$ cat config.mk
export PLATFORM = sky130hd
export DESIGN_NAME = octavo_io_write_arbiter
export DESIGN_NICKNAME = d
export VERILOG_FILES = /design/src/rtl/octavo_io_write_arbiter.sv
export SDC_FILE = /design/constraint.sdc
export NUM_CORES = 1
export LEC_CHECK = 0
export CAP_MARGIN = 5
export CELL_PAD_IN_SITES_DETAIL_PLACEMENT = 1
export CELL_PAD_IN_SITES_GLOBAL_PLACEMENT = 2
export CORE_ASPECT_RATIO = 2
export CORE_MARGIN = 1.5
export CORE_UTILIZATION = 33
export CTS_CLUSTER_DIAMETER = 50
export DETAILED_ROUTE_END_ITERATION = 16
export PLACE_DENSITY_LB_ADDON = 0.1
export SLEW_MARGIN = 20
export SYNTH_ARGS = -nofsm -noshare
export SYNTH_HDL_FRONTEND = slang
export SYNTH_SLANG_ARGS = --single-unit
$ cat constraint.sdc
create_clock -name clock -period 5.6 [get_ports clock]
set_input_delay 1.12 -clock clock [delete_from_list [all_inputs] [get_ports clock]]
set_output_delay 1.12 -clock clock [all_outputs]
set_load 0.05 [all_outputs]
$ cat src/rtl/octavo_io_write_arbiter.sv
`default_nettype none
// ============================================================================
// octavo_io_write_arbiter : round-robin merge of CPU write ports onto one sink
// Rev 1.0
// ============================================================================
module octavo_io_write_arbiter #(
   parameter int WORD_WIDTH    = 36,
   parameter int IO_PORT_COUNT = 8,
   parameter int PORT_ID_WIDTH = 3
) (
   input  logic                                clock,
   input  logic                                reset,
   input  logic [IO_PORT_COUNT-1:0]            io_wren,
   input  logic [IO_PORT_COUNT*WORD_WIDTH-1:0] io_write_data,
   output logic [IO_PORT_COUNT-1:0]            io_write_EF,
   output logic                                out_valid,
   input  logic                                out_ready,
   output logic [WORD_WIDTH-1:0]               out_data,
   output logic [PORT_ID_WIDTH-1:0]            out_port,
   output logic [IO_PORT_COUNT-1:0]            overflow
);

   typedef enum logic [0:0] {
      S_EMPTY = 1'b0,
      S_FULL  = 1'b1
   } out_state_t;

   localparam logic [PORT_ID_WIDTH-1:0] c_LAST_PORT = PORT_ID_WIDTH'(IO_PORT_COUNT - 1);

   out_state_t                 state_q, state_d;
   logic [IO_PORT_COUNT-1:0]   full_q, full_d;
   logic [IO_PORT_COUNT-1:0]   ovf_q, ovf_d;
   logic [WORD_WIDTH-1:0]      slot_q [IO_PORT_COUNT];
   logic [WORD_WIDTH-1:0]      slot_d [IO_PORT_COUNT];
   logic [WORD_WIDTH-1:0]      data_q, data_d;
   logic [PORT_ID_WIDTH-1:0]   port_q, port_d;
   logic [PORT_ID_WIDTH-1:0]   rr_q, rr_d;

   logic                       w_gnt_en;
   logic                       w_gnt_found;
   logic                       w_grant;
   logic [PORT_ID_WIDTH-1:0]   w_gnt_idx;

   always_comb begin
      w_gnt_en    = (state_q == S_EMPTY) || out_ready;
      w_gnt_found = 1'b0;
      w_gnt_idx   = '0;
      // Two passes give the cyclic search: first rr_q..top, then 0..rr_q-1.
      for (int i = 0; i < IO_PORT_COUNT; i++) begin
         if (!w_gnt_found && full_q[i] && (PORT_ID_WIDTH'(i) >= rr_q)) begin
            w_gnt_found = 1'b1;
            w_gnt_idx   = PORT_ID_WIDTH'(i);
         end
      end
      for (int i = 0; i < IO_PORT_COUNT; i++) begin
         if (!w_gnt_found && full_q[i] && (PORT_ID_WIDTH'(i) < rr_q)) begin
            w_gnt_found = 1'b1;
            w_gnt_idx   = PORT_ID_WIDTH'(i);
         end
      end
      w_grant = w_gnt_en && w_gnt_found;
   end

   always_comb begin
      state_d = state_q;
      full_d  = full_q;
      ovf_d   = ovf_q;
      slot_d  = slot_q;
      data_d  = data_q;
      port_d  = port_q;
      rr_d    = rr_q;

      if (w_grant) begin
         state_d           = S_FULL;
         data_d            = slot_q[w_gnt_idx];
         port_d            = w_gnt_idx;
         rr_d              = (w_gnt_idx == c_LAST_PORT) ? '0 : w_gnt_idx + 1'b1;
         full_d[w_gnt_idx] = 1'b0;
      end else if ((state_q == S_FULL) && out_ready) begin
         state_d = S_EMPTY;
      end

      // A slot being granted this cycle may be refilled without overflow.
      for (int i = 0; i < IO_PORT_COUNT; i++) begin
         if (io_wren[i]) begin
            if (!full_q[i] || (w_grant && (w_gnt_idx == PORT_ID_WIDTH'(i)))) begin
               slot_d[i] = io_write_data[i*WORD_WIDTH +: WORD_WIDTH];
               full_d[i] = 1'b1;
            end else begin
               ovf_d[i] = 1'b1;
            end
         end
      end
   end

   always_ff @(posedge clock) begin
      if (reset) begin
         state_q <= S_EMPTY;
         full_q  <= '0;
         ovf_q   <= '0;
         data_q  <= '0;
         port_q  <= '0;
         rr_q    <= '0;
         for (int i = 0; i < IO_PORT_COUNT; i++) begin
            slot_q[i] <= '0;
         end
      end else begin
         state_q <= state_d;
         full_q  <= full_d;
         ovf_q   <= ovf_d;
         data_q  <= data_d;
         port_q  <= port_d;
         rr_q    <= rr_d;
         for (int i = 0; i < IO_PORT_COUNT; i++) begin
            slot_q[i] <= slot_d[i];
         end
      end
   end

   assign io_write_EF = full_q;
   assign out_valid   = (state_q == S_FULL);
   assign out_data    = data_q;
   assign out_port    = port_q;
   assign overflow    = ovf_q;

endmodule
`default_nettype wire
==> run metrics, run 1 <==
Synth Instances=1906; IO Port Bufs=354; share of layout cells above drive strength 1=4.830%; first-pass GRT wire length=102000 um; htree depth=2; full die area=53160 um2; setup slack, reg-to-reg=1040 ps; vias in the first global route=16270; setup TNS=0 ps; worst r2r path cells=12; CP max-delay cell=nor3_2; Slew HR=28.38%; Max Cap Viol=0; WHS Path Cells=2; Synth area leaders=dfxtp_1, mux2i_1, nand2b_1; via count=14850; period utilisation layout=81.46%; Worst VDD drop=0.2640 mV; Yosys cell types=58; clock root buffer=clkbuf_16; CTS Buf Count=37; most frequent cells in the layout=clkdlybuf4s50_1, dfxtp_1, nand2b_1; die width=163.8 um; Std-Cell Rows=117; Detail Route Antenna Nets=0; minimum clock period=4562 ps; hold endpoint=overflow[1]$_SDFFE_PP0P_; Overflow after GRT=0; critical path required time=5980 ps; critical path endpoint category=flop; Slew @ Worst Pin=1058 ps; Core Area=50940 um2; total nets after synthesis=2211; RePlAce Congestion=0.8843; WL final=70290 um; crit-path cells=and4b_1 -> o31ai_1 -> or2_1 -> nor3_2 -> nor2_1 -> inv_1 -> ha_1 -> o311ai_1 -> a21boi_4 -> buf_4 -> mux2i_1 -> nor2_1; detailed-router iteration count before antenna repair=5; Total GRT Usage=26.00%; Die Y=324.6 um; Most common cell on crit path=nor2_1; TritonCTS clock tree=built; Post-synth EDFFs=0; vias per cell=5.250; Critical Path Fanout Max=37; Initial Util=33.49%; clock sink count=347; Detailed Place HPWL=51520 um; M3 GR Usage=3.537%; Crit Reg-Reg Endpoint=slot_q[24]$_SDFFE_PP0P_; Synth Area per Inst=8.951 um2; Yosys top cell by area=dfxtp_1; DP Worst Slack=1087 ps; fin. max-slew vios=0; Fmax=219.2 MHz; wire per inst=24.86 um; Startpoint Class=flop; Post-Syn Area=17060 um2; final hold violation count=0; Final setup viols=0; met1 usage=25.47%; Worst EP arrival=4940 ps; hold_buf cts=0; Leakage=8.211 nW; placed cells=2765; non-filler cells, final=2828; Hold Path Class=reg2reg; CTS resizes=0; largest buffer count on any clock path=3; PnR Total Power=0.009362 W; setup bufs post-CTS=0; Seq cells post-synth=347; Most used DFF post-synth=dfxtp_1; asr flop ratio synth=0%; setup ws final=1038 ps; antenna violations before repair=5; WS Path Type=reg2reg; largest net degree at the start of global routing=231; Filler cells=5827; layout net count=2455; CP max stage delay=800 ps; register area share after synthesis=40.72%; HP Start=overflow[1]$_SDFFE_PP0P_; commonest non-fill, non-tap cell in the layout=clkdlybuf4s50_1; pwr dens=424.7 nW/um2; top cell type's share of synthesized area=40.72%; Worst-Skew Late Latency=540 ps; ant diodes=0; RSZ-0062 raised after global routing=false; Area growth, synth to finish=29.22%; Residual DRC=0; gr busiest metal=met2; clock slew at reported path FFs=70 ps; Starting DRT DRC Count=767; Synth Warn #=0; GR Util met2=50.21%; Worst Skew=18.20 ps; Worst R2R Start=rr_q[2]$_SDFFE_PP0P_; I/O pin cnt=355; status=finished clean
-- stage by stage --
step                      hold slack (ps)  util (%)  instance area, um2
after global routing                484.5     43.28               22050
after CTS                           454.2     43.28               22050
after floorplan                     441.5         -               17060
after global placement              434.9     41.00               20890
final                               449.3     43.28               22050
after detailed placement            444.0     41.00               20890
-- routing by layer --
layer | wire length, um | vias up
met5 | 65 | -
met4 | 4629 | 10
li1 | - | 7067
met1 | 24490 | 7246
met2 | 38380 | 393
met3 | 2728 | 130
-- flip-flops by register name (all words and copies together) (netlist names) --
name / count
io_write_EF: 8
out_data: 36
out_port: 3
out_valid: 1
overflow: 8
rr_q: 3
slot_q: 288
-- cell families after synthesis --
kind of cell	after synthesis	synth area share, %
AOI/OAI and AO/OA	332	12.34
adders and majority gates	6	0.4400
buffers and inverters	187	5.881
DFF	347	40.72
muxes	252	14.78
and+or+nand+nor	782	25.84
-- critical path, delay by kind of cell (launching register included) --
kind            cells  cell delay [ps]
simple gates        5             1790
fa+ha+maj           1              190
compound gates      3              550
buf+inv             2              780
mux                 1              290
flops               1              780
-- worst max path at each step --
stage	startpoint	end	slack, ps
after floorplan	io_write_EF[6]$_SDFF_PP0_	slot_q[258]$_SDFFE_PP0P_	2000
after global placement	rr_q[2]$_SDFFE_PP0P_	slot_q[22]$_SDFFE_PP0P_	1180
after detailed placement	rr_q[2]$_SDFFE_PP0P_	slot_q[19]$_SDFFE_PP0P_	1090
after CTS	rr_q[2]$_SDFFE_PP0P_	slot_q[24]$_SDFFE_PP0P_	1010
after global routing	rr_q[2]$_SDFFE_PP0P_	slot_q[24]$_SDFFE_PP0P_	770
final	rr_q[2]$_SDFFE_PP0P_	slot_q[24]$_SDFFE_PP0P_	1040
-- synthesized netlist by cell type (2+ instances only) --
| library cell | instances |
|---|---|
| a21o_1 | 3 |
| nor3_1 | 2 |
| o22ai_1 | 38 |
| o211ai_1 | 4 |
| nand2_1 | 160 |
| a211oi_1 | 3 |
| dfxtp_1 | 347 |
| o21ba_1 | 3 |
| o21ai_1 | 92 |
| nand2b_1 | 327 |
| buf_12 | 9 |
| nand4b_1 | 110 |
| o31ai_1 | 5 |
| buf_4 | 10 |
| clkbuf_1 | 101 |
| mux2i_1 | 252 |
| o21ai_0 | 29 |
| inv_1 | 8 |
| a21boi_2 | 3 |
| or3_1 | 3 |
| ha_1 | 6 |
| and2_1 | 3 |
| nand3_1 | 4 |
| nand3_2 | 2 |
| a21bo_2 | 2 |
| nand3b_1 | 2 |
| buf_6 | 9 |
| a21oi_1 | 87 |
| a21boi_1 | 3 |
| o311ai_1 | 4 |
| nor2_1 | 159 |
| a31oi_1 | 6 |
| buf_2 | 39 |
| o21a_1 | 4 |
| o41a_1 | 36 |
| buf_1 | 9 |
-- where the power goes --
group | internal [W] | switching [W] | total, W
Combinational | 0.00128 | 0.00252 | 0.00380
Clock | 0.00138 | 0.00105 | 0.00243
Sequential | 0.00282 | 0.000308 | 0.00313
-- cell type report --
cell class	instances	area [um2]	share of cell area (%)
repair buffers	383	3849	17.46
flip-flops and latches	347	6947	31.51
multi-input cells	1372	9235	41.89
well taps	654	818.3	3.712
inverters	9	38.79	0.1759
clock inverters	8	82.58	0.3746
clock buffers	55	1076	4.881
Power figures use the tool's default switching activity.
==> run 2: changes to the inputs <==
--- a/config.mk
+++ b/config.mk
@@ -10,7 +10,7 @@
 export CELL_PAD_IN_SITES_GLOBAL_PLACEMENT = 2
 export CORE_ASPECT_RATIO = 2
 export CORE_MARGIN = 1.5
-export CORE_UTILIZATION = 33
+export CORE_UTILIZATION = 31
 export CTS_CLUSTER_DIAMETER = 50
 export DETAILED_ROUTE_END_ITERATION = 16
 export PLACE_DENSITY_LB_ADDON = 0.1
==> constraint.sdc (replaced) <==
create_clock -name clock -period 4.4 [get_ports clock]
set_input_delay 0.88 -clock clock [delete_from_list [all_inputs] [get_ports clock]]
set_output_delay 0.88 -clock clock [all_outputs]
set_load 0.05 [all_outputs]
==> run metrics, run 2 (synthesis gave the netlist of run 1 again) <==
layout net count=2495; most frequent cells in the layout=clkdlybuf4s50_1, dfxtp_1, nand2b_1; vias in the first global route=16200; Largest Register=slot_q; Critical Path Fanout Max=37; Core Area=54350 um2; M1 WL=25500 um; clock sink count=347; fin. max-slew vios=0; vias per cell=5.198; met3 WL=3638 um; Worst-Skew Late Latency=560 ps; max FFs per register=288; Detailed Place HPWL=53710 um; Worst EP arrival=4360 ps; detailed-router iteration count before antenna repair=4; Worst R2R Start=rr_q[2]$_SDFFE_PP0P_; die width=168.9 um; Fmax=251.9 MHz; pwr dens=546.0 nW/um2; commonest non-fill, non-tap cell in the layout=clkdlybuf4s50_1; Detail Route Antenna Nets=0; htree depth=2; status=finished clean; Std-Cell Rows=121; I/O pin cnt=355; Worst VDD drop=0.2838 mV; Total GRT Usage=25.43%; critical path required time=4790 ps; setup bufs post-CTS=0; Leakage=8.466 nW; Worst Setup EP=slot_q[3]$_SDFFE_PP0P_; hold_buf cts=0; Starting DRT DRC Count=651; WL final=72260 um; first-pass GRT wire length=105400 um; antenna violations before repair=6; RePlAce Congestion=0.8644; via count=15040; Overflow after GRT=0; Area growth, synth to finish=31.95%; TritonCTS clock tree=built; share of layout cells above drive strength 1=6.817%; Die Y=334.8 um; worst r2r path cells=13; setup TNS=0 ps; setup slack, reg-to-reg=430 ps; Residual DRC=0; largest buffer count on any clock path=3; Slew @ Worst Pin=999.2 ps; wire per inst=24.97 um; Max Cap Viol=0; Hold WS=444.9 ps; Initial Util=31.39%; Startpoint Class=flop; RSZ-0062 raised after global routing=false; Slew HR=33.39%; Final setup viols=0; clock slew at reported path FFs=60 ps; WS Path Type=reg2reg; critical path endpoint category=flop; largest net degree at the start of global routing=158; Crit Reg-Reg Endpoint=slot_q[3]$_SDFFE_PP0P_; final hold violation count=0; Worst Skew=15.03 ps; IO Port Bufs=354; Top Layer Used=met5; CTS Buf Count=38; Filler cells=6193; CTS resizes=0; clock root buffer=clkbuf_16; full die area=56540 um2; Hold Path Class=reg2reg; metal2 WL=40230 um; Setup crit start=rr_q[2]$_SDFFE_PP0P_; minimum clock period=3970 ps; period utilisation layout=90.23%
run 2: power breakdown:
| group | leakage [nW] | switching, W | internal (W) |
|---|---|---|---|
| combinational | 4.99 | 0.00329 | 0.00177 |
| sequential | 2.86 | 0.000355 | 0.00359 |
| clock | 0.619 | 0.00139 | 0.00189 |
run 2: worst min path at each step:
stage / from / end / cells after the start
3_5_place_dp: overflow[1]$_SDFFE_PP0P_ / overflow[1]$_SDFFE_PP0P_ / 2
5_1_grt: overflow[1]$_SDFFE_PP0P_ / overflow[1]$_SDFFE_PP0P_ / 2
3_3_place_gp: overflow[0]$_SDFFE_PP0P_ / overflow[0]$_SDFFE_PP0P_ / 2
4_1_cts: overflow[1]$_SDFFE_PP0P_ / overflow[1]$_SDFFE_PP0P_ / 2
2_1_floorplan: slot_q[223]$_SDFFE_PP0P_ / slot_q[223]$_SDFFE_PP0P_ / 2
6_report: overflow[1]$_SDFFE_PP0P_ / overflow[1]$_SDFFE_PP0P_ / 2
run 2: through the flow:
stage	worst slack, ps	instances	power, W	utilization (%)	area, um2
after floorplan	795.6	1906	0.007040	-	17060
after global placement	539.5	2826	0.009106	39.11	21260
after detailed placement	501.0	2826	0.009159	39.11	21260
after CTS	445.9	2891	0.01250	41.41	22510
after global routing	110.3	2893	0.01287	41.42	22510
final	429.7	2894	0.01229	41.42	22510
run 2: cell type report:
cell class / instances / area (um2) / area share, %
Multi-Input combinational cell: 1372 / 9235 / 41.02
Sequential cell: 347 / 6947 / 30.86
Timing Repair Buffer: 422 / 4192 / 18.62
Clock buffer: 56 / 1162 / 5.163
Tap cell: 676 / 845.8 / 3.757
Clock inverter: 9 / 85.08 / 0.3779
Inverter: 9 / 38.79 / 0.1723
Antenna cell: 3 / 7.507 / 0.03335
run 2: critical path, cell delays in order (launching register included):
cell and delay, ps:
dfxtp_1 790, nand2_1 150, o21ai_1 360, o21ai_0 150
a41oi_1 530, nor2_1 250, inv_1 140, ha_1 180
ha_1 150, o311ai_1 240, a21boi_4 260, buf_12 300
mux2i_1 230, nor2_1 50
run 2: layer usage:
layer	vias up	track usage (%)
li1	7165	-
met5	-	0
met4	8	10.51
met1	7421	25.20
met3	87	5.122
met2	362	50.27
==> run 3: changes to the inputs <==
--- a/config.mk
+++ b/config.mk
@@ -9,7 +9,7 @@
 export CELL_PAD_IN_SITES_DETAIL_PLACEMENT = 1
 export CELL_PAD_IN_SITES_GLOBAL_PLACEMENT = 2
 export CORE_ASPECT_RATIO = 2
-export CORE_MARGIN = 1.5
+export CORE_MARGIN = 2
 export CORE_UTILIZATION = 31
 export CTS_CLUSTER_DIAMETER = 50
 export DETAILED_ROUTE_END_ITERATION = 16
==> constraint.sdc (replaced) <==
create_clock -name clock -period 4.5 [get_ports clock]
set_input_delay 0.9 -clock clock [delete_from_list [all_inputs] [get_ports clock]]
set_output_delay 0.9 -clock clock [all_outputs]
set_load 0.05 [all_outputs]
==> run metrics, run 3 (synthesis gave the netlist of run 1 again) <==
Leakage=8.426 nW; Filler cells=6205; critical path endpoint category=flop; first-pass GRT wire length=103100 um; I/O pin cnt=355; Total GRT Usage=24.56%; RSZ-0062 raised after global routing=false; RePlAce Congestion=0.8858; combinational share of power=40.8%; Startpoint Class=flop; Overflow after GRT=0; final hold violation count=0; WS Path Type=reg2reg; commonest non-fill, non-tap cell in the layout=clkdlybuf4s50_1; IO Port Bufs=354; sequential share of power=31.9%; vias per cell=5.156; Residual DRC=0; Core Area=54350 um2; Largest Register=slot_q; Slew HR=42.08%; clock slew at reported path FFs=60 ps; Clk pwr share=27.3%; CTS Buf Count=40; Fmax=244.9 MHz; Pint=0.007117 W; share of layout cells above drive strength 1=6.434%; period utilisation layout=90.73%; full die area=57040 um2; Initial Util=31.39%; Starting DRT DRC Count=675; die width=169.9 um; Std-Cell Rows=121; clock sink count=347; largest buffer count on any clock path=3; Final Cell Area=22450 um2; detailed-router iteration count before antenna repair=4; Worst VDD drop=0.2990 mV; hold_buf cts=0; largest net degree at the start of global routing=190; Detail Route Antenna Nets=0; setup TNS=0 ps; Worst EP arrival=4500 ps; antenna violations before repair=5; minimum clock period=4083 ps; critical path required time=4910 ps; status=finished clean; max FFs per register=288; Worst-Skew Late Latency=550 ps; Detailed Place HPWL=52080 um; layout net count=2489; setup bufs post-CTS=0; Hold Path Class=reg2reg; htree depth=2; vias in the first global route=15870; Critical Path Fanout Max=37; most frequent cells in the layout=clkdlybuf4s50_1, dfxtp_1, nand2b_1; fin. max-slew vios=0; Die Y=335.8 um; Slew @ Worst Pin=844.7 ps; Worst Skew=11.35 ps; Area growth, synth to finish=31.59%; WL final=71400 um; Sw Pwr=0.004940 W; TritonCTS clock tree=built; clock root buffer=clkbuf_16; Placed Instance Area=21170 um2; Max Cap Viol=0; CTS resizes=0; via count=14880; Final setup viols=0; wire per inst=24.75 um; sw frac=40.97%; pwr dens=537.1 nW/um2
run 3: worst max-delay path, cell delays in order, from the launching register on:
cell,delay (ps)
dfxtp_1,780
and4b_1,300
o31ai_1,100
or2_1,260
buf_4,190
nor3_2,650
nor2_1,180
inv_1,180
ha_1,170
o311ai_1,230
a21boi_4,250
buf_12,300
mux2i_1,250
nor2_1,60
run 3: routing by layer:
metal	global-route usage (%)	part of all wire, %
met2	48.13	54
met4	10.98	4.7
met5	0	0.052
met3	3.837	4.3
met1	25.12	36
run 3: final timing paths:
check | startpoint | to | slack (ps) | cells after the start
hold / removal | slot_q[250]$_SDFFE_PP0P_ | slot_q[250]$_SDFFE_PP0P_ | 470 | 2
hold reg to reg | slot_q[250]$_SDFFE_PP0P_ | slot_q[250]$_SDFFE_PP0P_ | 470 | 2
setup reg to reg | rr_q[2]$_SDFFE_PP0P_ | slot_q[34]$_SDFFE_PP0P_ | 420 | 13
setup / recovery | rr_q[2]$_SDFFE_PP0P_ | slot_q[34]$_SDFFE_PP0P_ | 420 | 13
run 3: final cells by class:
cell class,count,area (um2),area share [%]
multi-input combinational,1372,9235,41.13
inverter,9,38.79,0.1728
tap,676,845.8,3.767
clock inverter,10,135.1,0.6019
antenna,2,5.005,0.02229
clock buffer,55,1139,5.071
timing repair buffer,414,4106,18.29
sequential,347,6947,30.94
run 3: power by group through the flow:
stage,Sequential (W),Combinational (W),Clock (W)
after floorplan,0.00428,0.00261,0
after global placement,0.00389,0.00496,0
after detailed placement,0.00390,0.00500,0
after CTS,0.00384,0.00502,0.00341
after global routing,0.00389,0.00525,0.00349
final,0.00384,0.00492,0.00329
run 3: through the flow:
stage / util (%) / total power (W) / std cells / hold slack [ps] / worst slack [ps]
after floorplan: - / 0.006884 / 1906 / 441.5 / 895.6
after global placement: 38.96 / 0.008844 / 2818 / 450.2 / 560.0
after detailed placement: 38.96 / 0.008904 / 2818 / 455.6 / 485.1
after CTS: 41.30 / 0.01227 / 2883 / 468.1 / 457.8
after global routing: 41.30 / 0.01263 / 2884 / 483.4 / 167.0
final: 41.31 / 0.01206 / 2885 / 466.3 / 417.1
